`config.mk`:
```
export PLATFORM = sky130hd
export DESIGN_NAME = control_arbiter_flat
export DESIGN_NICKNAME = d
export VERILOG_FILES = /design/src/rtl/control_pkg.sv /design/src/rtl/control_arbiter_if.sv /design/src/rtl/ble_packet_parser.sv /design/src/rtl/control_arbiter.sv /design/src/flat_wrapper.sv
export SDC_FILE = /design/constraint.sdc
export NUM_CORES = 1
export LEC_CHECK = 0
export BUFFER_PORTS_ARGS = -buffer_cell sky130_fd_sc_hd__buf_2
export CAP_MARGIN = 20
export CORE_AREA = 3 3 80 82
export DETAILED_ROUTE_END_ITERATION = 16
export DIE_AREA = 0 0 83 85
export HOLD_SLACK_MARGIN = 0.08
export MAX_ROUTING_LAYER = met4
export PLACE_DENSITY = 0.71
export SYNTH_ARGS = -nofsm -noshare
export SYNTH_HDL_FRONTEND = slang
export SYNTH_SLANG_ARGS = --single-unit
```
`constraint.sdc`:
```
create_clock -name clk_in -period 1.9 [get_ports clk_in]
set_input_delay 0.475 -clock clk_in [delete_from_list [all_inputs] [get_ports clk_in]]
set_output_delay 0.475 -clock clk_in [all_outputs]
set_load 0.03 [all_outputs]
```
`src/rtl/control_pkg.sv`:
```
// Shared constants and state types for the BLE/local control arbiter.
package control_pkg;

   localparam logic [7:0] HDR_BYTE    = 8'hA5;
   localparam logic [7:0] CMD_PAN     = 8'h01;
   localparam logic [7:0] CMD_CHARGE  = 8'h02;
   localparam logic [7:0] CMD_NEWGAME = 8'h03;

   typedef enum logic [1:0] {IDLE, CMD, VAL, CHK} parse_state_t;
   typedef enum logic {LOCAL, REMOTE} owner_t;

   function automatic logic cmd_known(input logic [7:0] cmd);
      return (cmd == CMD_PAN) || (cmd == CMD_CHARGE) || (cmd == CMD_NEWGAME);
   endfunction

endpackage

```
`src/rtl/control_arbiter_if.sv`:
```
// Received-byte stream from uart_rx into the control arbiter.
interface control_arbiter_if;

   logic [7:0] byte_in;
   logic       byte_valid_in;

   modport master (output byte_in, output byte_valid_in);
   modport slave  (input  byte_in, input  byte_valid_in);

endinterface

```
`src/rtl/ble_packet_parser.sv`:
```
// Frames A5/cmd/val/chk packets from the UART byte stream, with an
// inter-byte timeout and a saturating bad-packet counter.
module ble_packet_parser
   import control_pkg::*;
#(
   parameter int BYTE_TIMEOUT = 2_000_000
) (
   input  logic       clk_in,
   input  logic       rst_in,
   input  logic [7:0] byte_in,
   input  logic       byte_valid_in,
   output logic       pkt_valid,
   output logic [7:0] pkt_cmd,
   output logic [7:0] pkt_val,
   output logic [7:0] err_count
);

   localparam int TW = $clog2(BYTE_TIMEOUT + 1);

   parse_state_t state, state_nxt;
   logic [TW-1:0] tmo_cnt;
   logic [7:0]    cmd_r, val_r;
   logic          bad_pkt;
   logic          timeout;
   logic          chk_ok;

   assign chk_ok  = (byte_in == (cmd_r ^ val_r)) && cmd_known(cmd_r);
   // A byte arriving on the expiry cycle still counts as in time.
   assign timeout = (state != IDLE) && !byte_valid_in && (tmo_cnt == TW'(BYTE_TIMEOUT));
   assign pkt_cmd = cmd_r;
   assign pkt_val = val_r;

   always_comb begin
      state_nxt = state;
      pkt_valid = 1'b0;
      bad_pkt   = 1'b0;
      if (byte_valid_in) begin
         case (state)
            IDLE: if (byte_in == HDR_BYTE) state_nxt = CMD;
            CMD:  state_nxt = VAL;
            VAL:  state_nxt = CHK;
            CHK: begin
               state_nxt = IDLE;
               if (chk_ok) pkt_valid = 1'b1;
               else        bad_pkt   = 1'b1;
            end
            default: state_nxt = IDLE;
         endcase
      end else if (timeout) begin
         state_nxt = IDLE;
         bad_pkt   = 1'b1;
      end
   end

   always_ff @(posedge clk_in or posedge rst_in) begin
      if (rst_in) begin
         state     <= IDLE;
         tmo_cnt   <= '0;
         err_count <= '0;
      end else begin
         state <= state_nxt;
         if (byte_valid_in || state == IDLE)
            tmo_cnt <= '0;
         else if (tmo_cnt != TW'(BYTE_TIMEOUT))
            tmo_cnt <= tmo_cnt + TW'(1);
         if (bad_pkt && err_count != 8'hFF)
            err_count <= err_count + 8'd1;
      end
   end

   // Payload capture carries no control meaning, so it is left out of reset.
   always_ff @(posedge clk_in) begin
      if (byte_valid_in && state == CMD) cmd_r <= byte_in;
      if (byte_valid_in && state == VAL) val_r <= byte_in;
   end

endmodule

```
`src/rtl/control_arbiter.sv`:
```
// Chooses local vs. remote (BLE) gameplay controls with a frame lease and
// presents them to gameplay latched once per video frame.
module control_arbiter
   import control_pkg::*;
#(
   parameter int TIMEOUT_FRAMES = 30,
   parameter int BYTE_TIMEOUT   = 2_000_000
) (
   input  logic                 clk_in,
   input  logic                 rst_in,
   control_arbiter_if.slave     uart,
   input  logic                 new_frame_in,
   input  logic                 local_charge_in,
   input  logic                 local_pan_left_in,
   input  logic                 local_pan_right_in,
   input  logic                 local_override_in,
   output logic                 charging_hit_out,
   output logic                 pan_left_out,
   output logic                 pan_right_out,
   output logic                 new_game_out,
   output logic                 remote_owner_out,
   output logic [7:0]           err_count_out
);

   localparam int LW = $clog2(TIMEOUT_FRAMES + 1);

   logic          pkt_valid;
   logic [7:0]    pkt_cmd, pkt_val;
   owner_t        owner, owner_nxt;
   logic [LW-1:0] lease_cnt;
   logic          accept, lease_expire, enter_local, use_remote;
   logic          pend_charge, pend_left, pend_right;
   logic          src_charge, src_left, src_right;
   logic          unused_val_bits;

   ble_packet_parser #(.BYTE_TIMEOUT(BYTE_TIMEOUT)) u_parser (
      .clk_in        (clk_in),
      .rst_in        (rst_in),
      .byte_in       (uart.byte_in),
      .byte_valid_in (uart.byte_valid_in),
      .pkt_valid     (pkt_valid),
      .pkt_cmd       (pkt_cmd),
      .pkt_val       (pkt_val),
      .err_count     (err_count_out)
   );

   assign unused_val_bits = &{1'b0, pkt_val[7:2]};

   // Override discards a valid packet silently: parsed, never applied.
   assign accept       = pkt_valid && !local_override_in;
   assign lease_expire = new_frame_in && (lease_cnt == LW'(TIMEOUT_FRAMES - 1));
   assign enter_local  = (owner == REMOTE) && (owner_nxt == LOCAL);

   always_comb begin
      owner_nxt = owner;
      case (owner)
         LOCAL:  if (accept) owner_nxt = REMOTE;
         REMOTE: begin
            if (local_override_in)          owner_nxt = LOCAL;
            else if (!accept && lease_expire) owner_nxt = LOCAL;
         end
         default: owner_nxt = LOCAL;
      endcase
   end

   assign use_remote = (owner == REMOTE) && !local_override_in;
   assign src_charge = use_remote ? pend_charge : local_charge_in;
   assign src_left   = use_remote ? pend_left   : local_pan_left_in;
   assign src_right  = use_remote ? pend_right  : local_pan_right_in;
   assign remote_owner_out = (owner == REMOTE);

   always_ff @(posedge clk_in or posedge rst_in) begin
      if (rst_in) begin
         owner            <= LOCAL;
         lease_cnt        <= '0;
         pend_charge      <= 1'b0;
         pend_left        <= 1'b0;
         pend_right       <= 1'b0;
         new_game_out     <= 1'b0;
         charging_hit_out <= 1'b0;
         pan_left_out     <= 1'b0;
         pan_right_out    <= 1'b0;
      end else begin
         owner        <= owner_nxt;
         new_game_out <= accept && (pkt_cmd == CMD_NEWGAME);

         if (owner_nxt != REMOTE || accept) lease_cnt <= '0;
         else if (new_frame_in)             lease_cnt <= lease_cnt + LW'(1);

         if (accept) begin
            case (pkt_cmd)
               CMD_PAN: begin
                  pend_left  <= pkt_val[0];
                  pend_right <= pkt_val[1];
               end
               CMD_CHARGE: pend_charge <= pkt_val[0];
               default: ;
            endcase
         end else if (enter_local) begin
            pend_charge <= 1'b0;
            pend_left   <= 1'b0;
            pend_right  <= 1'b0;
         end

         // Opposing pan requests cancel rather than pick a side.
         if (new_frame_in) begin
            charging_hit_out <= src_charge;
            pan_left_out     <= src_left & ~src_right;
            pan_right_out    <= src_right & ~src_left;
         end
      end
   end

endmodule

```
`src/flat_wrapper.sv`:
```
// flat-port wrapper written by rule: the top's interface ports become plain ports
module control_arbiter_flat import control_pkg::*;
#(
   parameter int TIMEOUT_FRAMES = 30,
   parameter int BYTE_TIMEOUT   = 2_000_000
)
  (clk_in, rst_in, new_frame_in, local_charge_in, local_pan_left_in, local_pan_right_in, local_override_in, charging_hit_out, pan_left_out, pan_right_out, new_game_out, remote_owner_out, err_count_out, uart_byte_in, uart_byte_valid_in);
  control_arbiter_if uart_i ();
  input  logic clk_in;
  input  logic rst_in;
  input  logic new_frame_in;
  input  logic local_charge_in;
  input  logic local_pan_left_in;
  input  logic local_pan_right_in;
  input  logic local_override_in;
  output logic charging_hit_out;
  output logic pan_left_out;
  output logic pan_right_out;
  output logic new_game_out;
  output logic remote_owner_out;
  output logic [7:0] err_count_out;
  input wire logic [$bits(uart_i.byte_in)-1:0] uart_byte_in;
  input wire logic [$bits(uart_i.byte_valid_in)-1:0] uart_byte_valid_in;
  assign uart_i.byte_in = uart_byte_in;
  assign uart_i.byte_valid_in = uart_byte_valid_in;
  control_arbiter #(.TIMEOUT_FRAMES(TIMEOUT_FRAMES), .BYTE_TIMEOUT(BYTE_TIMEOUT)) u_core (.clk_in(clk_in), .rst_in(rst_in), .uart(uart_i), .new_frame_in(new_frame_in), .local_charge_in(local_charge_in), .local_pan_left_in(local_pan_left_in), .local_pan_right_in(local_pan_right_in), .local_override_in(local_override_in), .charging_hit_out(charging_hit_out), .pan_left_out(pan_left_out), .pan_right_out(pan_right_out), .new_game_out(new_game_out), .remote_owner_out(remote_owner_out), .err_count_out(err_count_out));
endmodule
```
=== After elaboration in Yosys (flattened, before gate mapping) ===
Cells that the tools add are included.

* $add $sub $neg: 3
* Equality and inequality tests: 15
* Multiplexer cells: 29
* Bitwise logic cells: 7
* Reductions and logical operators: 28

{| class="wikitable"
|+ Operator list
! cell !! count
|-
| $mux 21 || 2
|-
| $add 21x1->21 const B || 1
|-
| $eq 21x21->1 const B || 1
|-
| $ne 21x21->1 const B || 1
|-
| $mux 1 || 20
|-
| $eq 8x2->1 const B || 2
|-
| $logic_and 1x1->1 || 12
|-
| $mux 5 || 2
|-
| $reduce_bool 2->1 || 5
|-
| $add 8x1->8 const B || 1
|-
| $eq 8x1->1 const B || 1
|-
| $eq 8x8->1 || 1
|-
| $eq 8x8->1 const B || 1
|-
| $ne 8x8->1 const B || 1
|-
| $pmux 2 s4 || 1
|-
| $xor 8x8->8 || 1
|-
| $mux 2 || 3
|-
| $reduce_and 2->1 || 3
|-
| $add 5x1->5 const B || 1
|-
| $eq 5x5->1 const B || 1
|-
| $eq 2x2->1 const B || 2
|-
| $logic_or 1x1->1 || 4
|-
| $ne 2x2->1 const B || 2
|-
| $not 1->1 || 4
|-
| 6 further kinds || 9
|}

* Register bits: 60
* Bits of input ports: 16
* Output and inout port bits: 13
* Word-level logic and storage cells: 96

=== Longest topological paths before layout ===
Gate-level depths: netlist of run 1.

* Depth in word-level cells: 17
* Depth in mapped cells: 8
* Depth with buffers taken out: 8

=== By module ===
From an unflattened synthesis of run 1, not the netlist that was laid out.

* Cell total of the unflattened synthesis: 276
* Area, all modules: 3,165.5 um^2

{| class="wikitable"
|+ Modules (own cells, without submodules)
! module !! instances !! cells each !! area each (um^2) !! sequential area each (um^2)
|-
| ble_packet_parser || 1 || 211 || 2,437.3 || 1,256.2
|-
| control_arbiter || 1 || 65 || 728.2 || 325.3
|}

=== Worst setup path before layout of run 1 ===
No wires, ideal clock.

* Kind: register to register
* Start point: reg u_core.u_parser.tmo_cnt[16]
* End point: reg u_core.u_parser.err_count[1]
* Library setup time: 0.128 ns
* Data arrival time: 1.937 ns
* Data required time: 1.772 ns
* Slack: -0.164 ns
* Cell stages (with the launch flop): 6
* Path buffers: 0
* Period minus slack after synthesis: 2.064 ns
* Path through: dfrtp_1 -> or4b_4 -> nor4b_4 -> nand3b_2 -> a32oi_4 -> mux2_1

* Word-level cells in the longest chain between the ends: 5

{| class="wikitable"
|+ RTL lines
! item !! line !! text
|-
| from (decl) || ble_packet_parser.sv:21 || <nowiki>logic [TW-1:0] tmo_cnt;</nowiki>
|-
| from (signal assigned) || ble_packet_parser.sv:65 || <nowiki>tmo_cnt <= tmo_cnt + TW'(1);</nowiki>
|-
| $eq 21x21->1 || ble_packet_parser.sv:29 || <nowiki>assign timeout = (state != IDLE) && !byte_valid_in && (tmo_cnt == TW'(BYTE_TIMEOUT));</nowiki>
|-
| $logic_and 1x1->1 || ble_packet_parser.sv:29 ||
|-
| $mux 1 || ble_packet_parser.sv:49 || <nowiki>end else if (timeout) begin</nowiki>
|-
| $mux 1 || ble_packet_parser.sv:37 || <nowiki>if (byte_valid_in) begin</nowiki>
|-
| $logic_and 1x1->1 || ble_packet_parser.sv:66 || <nowiki>if (bad_pkt && err_count != 8'hFF)</nowiki>
|-
| to (signal assigned) || ble_packet_parser.sv:67 || <nowiki>err_count <= err_count + 8'd1;</nowiki>
|-
| to (decl) || ble_packet_parser.sv:15 || <nowiki>output logic [7:0] err_count</nowiki>
|}

Every way passes these cells.
A chain may end at the register's enable or synchronous reset.

=== Worst setup path after layout of run 1 ===
Ends and elaborated chain as after synthesis.

==> results of run 1 <==
-- metrics by stage --
step	cell area (um^2)	hold WS, ns	total power, uW
3_5_place_dp	3560	0.483	2320
4_1_cts	3830	0.268	3470
6_report	3910	0.264	3450
5_1_grt	3910	0.308	3630
2_1_floorplan	3020	0.468	2000
3_3_place_gp	3560	0.477	2290
-- layout make-up --
class	count	area share
inverters	12	0.0115
multi-input cells	183	0.377
clock buffers	12	0.0451
well taps	75	0.0240
flip-flops and latches	60	0.405
clock inverters	4	0.00512
repair buffers	77	0.133
-- metal layers --
metal	vias up	share of wire
met5	-	0
li1	1087	-
met2	35	0.50
met3	9	0.038
met1	1094	0.44
met4	0	0.016
-- logic make-up (layout without fill, tap and decap cells) --
logic type,Yosys count,count (layout),synth area share
AOI/OAI and AO/OA,24,24,0.0584
xor gates and xnor gates,36,36,0.141
adders and majority gates,9,9,0.0373
buffers and inverters,15,105,0.0186
DFF,60,60,0.524
muxes,7,7,0.0240
and+or+nand+nor,107,107,0.197
-- state kept, by name (all words and copies together), names as in the netlist --
register / count
u_core.u_parser.state: 2
u_core.pan_right_out: 1
u_core.pend_right: 1
u_core.new_game_out: 1
u_core.charging_hit_out: 1
u_core.pend_left: 1
u_core.u_parser.pkt_val: 8
u_core.u_parser.err_count: 8
u_core.remote_owner_out: 1
u_core.pend_charge: 1
u_core.lease_cnt: 5
u_core.pan_left_out: 1
u_core.u_parser.pkt_cmd: 8
u_core.u_parser.tmo_cnt: 21
-- worst max-delay path: cells and delay by family, from the launching register on --
| kind | cells | cell delay [ns] |
|---|---|---|
| simple gates | 3 | 0.94 |
| compound gates | 1 | 0.28 |
| flops | 1 | 0.38 |
| mux | 1 | 0.35 |
-- what timing repair did --
action / in CTS / in global routing
endpoints found under the setup margin: 12 / 23
hold buffers: 0 / 0
resized for setup: 9 / 18
endpoints found under the hold margin: 0 / 0
pin swaps: 14 / 14
buffers inserted: 5 / 3
-- power by group --
group | leakage, uW | internal [uW] | switching (uW) | total [uW]
clock | 0.000107 | 615 | 504 | 1120
combinational | 0.000971 | 364 | 427 | 791
sequential | 0.000748 | 1450 | 89.2 | 1540
-- path summary, 6_finish.rpt --
check | cells after the start | end | start
min in group clk_in | 1 | u_core.u_parser.pkt_val[1]$_DFFE_PP_ | uart_byte_in[1]
max in group asynchronous | 3 | u_core.u_parser.tmo_cnt[9]$_DFFE_PP0N_ | rst_in
setup / recovery | 5 | u_core.u_parser.err_count[1]$_DFFE_PP0P_ | u_core.u_parser.tmo_cnt[16]$_DFFE_PP0N_
hold / removal | 3 | u_core.u_parser.tmo_cnt[19]$_DFFE_PP0N_ | rst_in
hold reg to reg | 1 | u_core.u_parser.err_count[6]$_DFFE_PP0P_ | u_core.u_parser.err_count[6]$_DFFE_PP0P_
setup reg to reg | 5 | u_core.u_parser.err_count[1]$_DFFE_PP0P_ | u_core.u_parser.tmo_cnt[16]$_DFFE_PP0N_
-- cell usage after synthesis, types with 6 or more instances --
| cell type | number | area share |
|---|---|---|
| o21ai_0 | 6 | 0.0099 |
| xnor2_1 | 15 | 0.044 |
| nand4_1 | 11 | 0.023 |
| ha_1 | 9 | 0.037 |
| xnor3_1 | 8 | 0.060 |
| nor2_1 | 34 | 0.042 |
| nand3_1 | 12 | 0.020 |
| nand2_1 | 17 | 0.021 |
| inv_1 | 12 | 0.015 |
| dfrtp_1 | 44 | 0.36 |
| edfxtp_1 | 16 | 0.16 |
| xor2_1 | 13 | 0.038 |
==> reports/metrics.yaml, run 1 <==
sta:
  fin_crit_sh: 1.09
  setup_viol: 10
  clock_skew_ns: 0.00884
  hold_viol_final: 0
  fin_crit_ns: 2.07
  tns_ns: -1.01
  worst_pin_slew_ns: 0.545
  slew_headroom: 0.637
  fin_ws_ns: -0.173
  fmax_mhz: 482
  slew_violations: 0
  grt_setup_unrepaired: "true"
run:
  max_cap_violations: 0
global_routing:
  antenna_found_initial: 0
  gr-total-overflow: 0
  grt.busiest_layer: "met2"
  grt_pass1_vias: 2259
  grt_use_met2: 0.313
  grt.total_usage: 0.194
  use_met1: 0.236
  grtUsageMet3: 0.0447
  grt_pass1_wl_um: 10600
  grt_start_max_net_pins: 45
layout:
  area_growth_pct: 29.6
  final_cell_count_no_fill: 423
  antenna_cells: 0
  final_common_cell: "buf_4"
  fillers: 451
  fin_nets: 368
  multi_input_area_um2: 1480
  seqCellArea_um2: 1580
  layout_common_cells: "buf_4, dfrtp_1, nor2_1"
  final_layout_size_suffix_gt1_frac: 0.342
  final_util: 0.673
route:
  via_count: 2225
  ant_nets: 0
  routed_via_density: 5.26
  wirelength_um: 6080
  drtIter0Drc: 94
  drcViolationCount: 0
  firstDrtPassIters: 4
  wire_per_inst_um: 14.4
floorplan:
  initial_utilization: 0.519
  num_io_pins: 29
  row_count: 28
  coreArea_um2: 5820
  die_w_um: 83
  chipHeight_um: 85
  die_area_um2: 7060
logic_synthesis:
  synth-main-ff-cell: "dfrtp_1"
  synthArstFlopShare: 0.733
  ys_types: 48
  syn_inst: 258
  seq_area_frac_synth: 0.524
  synth_edf_count: 16
  synth-seq-cells: 60
  synth_fp_nets: 283
  synth_area_per_cell_um2: 11.7
  yosysWarnings: 0
  netlist_area_um2: 3020
clock_network:
  cts_tree: "yes"
  clk_path_buf_depth: 2
  clk_latency_ns: 0.34
  root_buffer: "clkbuf_8"
  htree_levels: 3
  path_clk_slew_ns: 0.07
  cts_buffers: 9
  cts.sinks: 60
power:
  p_leak_uw: 0.00183
  peakVddDrop_v: 0.000525
  cellPowerDensity_nw_per_um2: 881
run_status:
  status: "finished, violations left"
  violations: "setup timing"
setup_path:
  critPathSlowestCell: "or4b_4"
  crit_path_start_kind: "register"
  slowest_delay_ns: 0.54
  critPathCaptureType: "register"
  criticalPathCategory: "register to register"
  worstPathArrival_ns: 2.30
  crit_required_ns: 2.12
  worstPathMaxFanout: 8
  crit_chain: "or4b_4, nor4b_4, nand3b_2, a32oi_4, mux2_1"
  r2r_slack_ns: -0.17
placed_design:
  dp.cells: 400
  routabilityCongestion: 0.761
  dp_slack_ns: -0.304
  io_buffers: 28
  hpwlAfterDp_um: 4250
hold_path:
  hp-class: "input port to async pin"
No activity file was read; power rests on OpenSTA's default activity.
==> run 2: changes to the inputs <==
RECOVER_POWER = 25   (was default)
==> reports/metrics.yaml, run 2 (same netlist as run 1, synthesis figures left out) <==
clock_network:
  cts_buffers: 9  # unchanged
  path_clk_slew_ns: 0.07  # about the same
  root_buffer: "clkbuf_8"
  clk_latency_ns: 0.34  # about the same
  clk_path_buf_depth: 2  # unchanged
  htree_levels: 3  # unchanged
  cts_tree: "yes"
  ctsHoldBuffers: 0  # unchanged
  cts.sinks: 60  # unchanged
setup_path:
  crit_required_ns: 2.13  # about the same
  crit_path_start_kind: "register"
  r2r_slack_ns: -0.16  # about the same
  r2r_start: "u_core.u_parser.tmo_cnt[16]$_DFFE_PP0N_"
  criticalPathCategory: "register to register"
  regToRegEndpoint: "u_core.u_parser.err_count[1]$_DFFE_PP0P_"
  reg2regPathDepth: 5  # unchanged
  worstPathMaxFanout: 8  # unchanged
  worstPathArrival_ns: 2.29  # about the same
  critPathCaptureType: "register"
floorplan:
  chipHeight_um: 85  # unchanged
  coreArea_um2: 5820  # unchanged
  die_area_um2: 7060  # unchanged
  num_io_pins: 29  # unchanged
  initial_utilization: 0.519  # unchanged
  die_w_um: 83  # unchanged
  row_count: 28  # unchanged
run_status:
  status: "finished, violations left"
  violations: "setup timing"
hold_path:
  worstHoldStart: "local_override_in"
  holdPathStages: 2
  whs_endpoint: "u_core.remote_owner_out$_DFF_PP0_"
  hp-class: "input port to register"
layout:
  final_layout_size_suffix_gt1_frac: 0.310  # -0.0316
  area_growth_pct: 28.8
  largest_register_ff_count: 21  # unchanged
  antenna_cells: 0  # unchanged
  layout_common_cells: "dfrtp_1, buf_4, nor2_1"
  top_register: "u_core.u_parser.tmo_cnt"
  final_common_cell: "dfrtp_1"
  fin_nets: 368  # unchanged
power:
  peakVddDrop_v: 0.000527  # +0.37%
  p_seq_frac: 0.447  # about the same
  power.internal_uw: 2420  # -0.24%
  swShare: 0.296  # -0.000433
  pwr-share-comb: 0.229  # about the same
  switching_power_uw: 1020  # -0.44%
  p_leak_uw: 0.00179  # -1.8%
  cellPowerDensity_nw_per_um2: 884  # +0.31%
  clkPwrFrac: 0.324  # about the same
global_routing:
  grt.total_usage: 0.194  # unchanged
  grt_start_max_net_pins: 45  # unchanged
  antenna_found_initial: 0  # unchanged
  grt_pass1_wl_um: 10600  # unchanged
  gr-total-overflow: 0  # unchanged
  grt_pass1_vias: 2259  # unchanged
route:
  via_count: 2238  # +0.58%
  wire_per_inst_um: 14.3  # -0.26%
  drtIter0Drc: 106  # +13%
  routed_via_density: 5.29  # +0.58%
  wirelength_um: 6060  # -0.26%
  drcViolationCount: 0  # unchanged
  firstDrtPassIters: 5  # +1
  ant_nets: 0  # unchanged
placed_design:
  hpwlAfterDp_um: 4250  # unchanged
  dp_slack_ns: -0.304  # unchanged
  routabilityCongestion: 0.761  # unchanged
  io_buffers: 28  # unchanged
sta:
  setup_viol: 10  # unchanged
  fin_crit_sh: 1.09  # -0.00513
  hold_viol_final: 0  # unchanged
  tns_ns: -0.933  # +0.0787 ns
  fin_crit_ns: 2.06  # -0.00974 ns
  fin_hold_ws_ns: 0.390  # +0.125 ns
  slew_headroom: 0.292  # -0.345
  fin_ws_ns: -0.163  # +0.00974 ns
  fmax_mhz: 485  # +0.47%
  clock_skew_ns: 0.00964  # +0.000799 ns
  slew_violations: 0  # unchanged
  grt_setup_unrepaired: "true"
  worst_pin_slew_ns: 1.06  # +0.518 ns
run:
  max_cap_violations: 0  # unchanged
[run 2: layer usage]
metal | part of all wire | track usage | vias to the layer above | routed length (um)
met4 | 0.023 | 0.0847 | 0 | 137
met5 | 0 | - | - | 0
met3 | 0.039 | 0.0447 | 12 | 235
li1 | - | - | 1087 | -
met1 | 0.43 | 0.236 | 1103 | 2630
met2 | 0.50 | 0.313 | 36 | 3050
[run 2: worst max-delay path by stage]
stage                                                       start                                       end  slack [ns]  cells past startpoint
final                     u_core.u_parser.tmo_cnt[16]$_DFFE_PP0N_  u_core.u_parser.err_count[1]$_DFFE_PP0P_       -0.16                      5
after global routing      u_core.u_parser.tmo_cnt[16]$_DFFE_PP0N_  u_core.u_parser.err_count[4]$_DFFE_PP0P_       -0.29                      6
after CTS                 u_core.u_parser.tmo_cnt[16]$_DFFE_PP0N_  u_core.u_parser.err_count[1]$_DFFE_PP0P_       -0.17                      5
after detailed placement                          uart_byte_in[2]  u_core.u_parser.err_count[1]$_DFFE_PP0P_       -0.30                      7
after global placement                            uart_byte_in[2]  u_core.u_parser.err_count[1]$_DFFE_PP0P_       -0.30                      7
after floorplan           u_core.u_parser.tmo_cnt[16]$_DFFE_PP0N_  u_core.u_parser.err_count[1]$_DFFE_PP0P_       -0.16                      5
[run 2: through the flow]
step | util | area (um^2) | power, uW | std cells
final | 0.669 | 3890 | 3440 | 423
after global routing | 0.669 | 3890 | 3630 | 423
after global placement | 0.612 | 3560 | 2290 | 400
after CTS | 0.659 | 3830 | 3470 | 421
after detailed placement | 0.612 | 3560 | 2320 | 400
after floorplan | - | 3020 | 2000 | 258
[run 2: timing repair]
item,in CTS,in global routing
pin swaps,14,14
resized for setup,9,18
setup buffers,5,3
endpoints found under the setup margin,12,23
[run 2: critical path, cell delays in order, from the launching register on]
cell and delay, ns:
dfrtp_1 0.38, or4b_4 0.54, nor4b_4 0.26, nand3b_2 0.14, a32oi_4 0.28, mux2_1 0.35
[run 2: cell type report]
| class | instances | area (um^2) |
|---|---|---|
| multi-input cells | 183 | 1480 |
| flip-flops and latches | 60 | 1580 |
| repair buffers | 77 | 495 |
| clock inverters | 4 | 20.0 |
| clock buffers | 12 | 176 |
| inverters | 12 | 45.0 |
| well taps | 75 | 93.8 |
| fillers | 460 | 1930 |
[run 2: power groups by stage]
stage,Combinational (uW),Sequential [uW],Clock [uW]
2_1_floorplan,388,1610,0
4_1_cts,791,1530,1150
3_3_place_gp,740,1550,0
5_1_grt,864,1550,1210
6_report,786,1540,1120
3_5_place_dp,762,1560,0
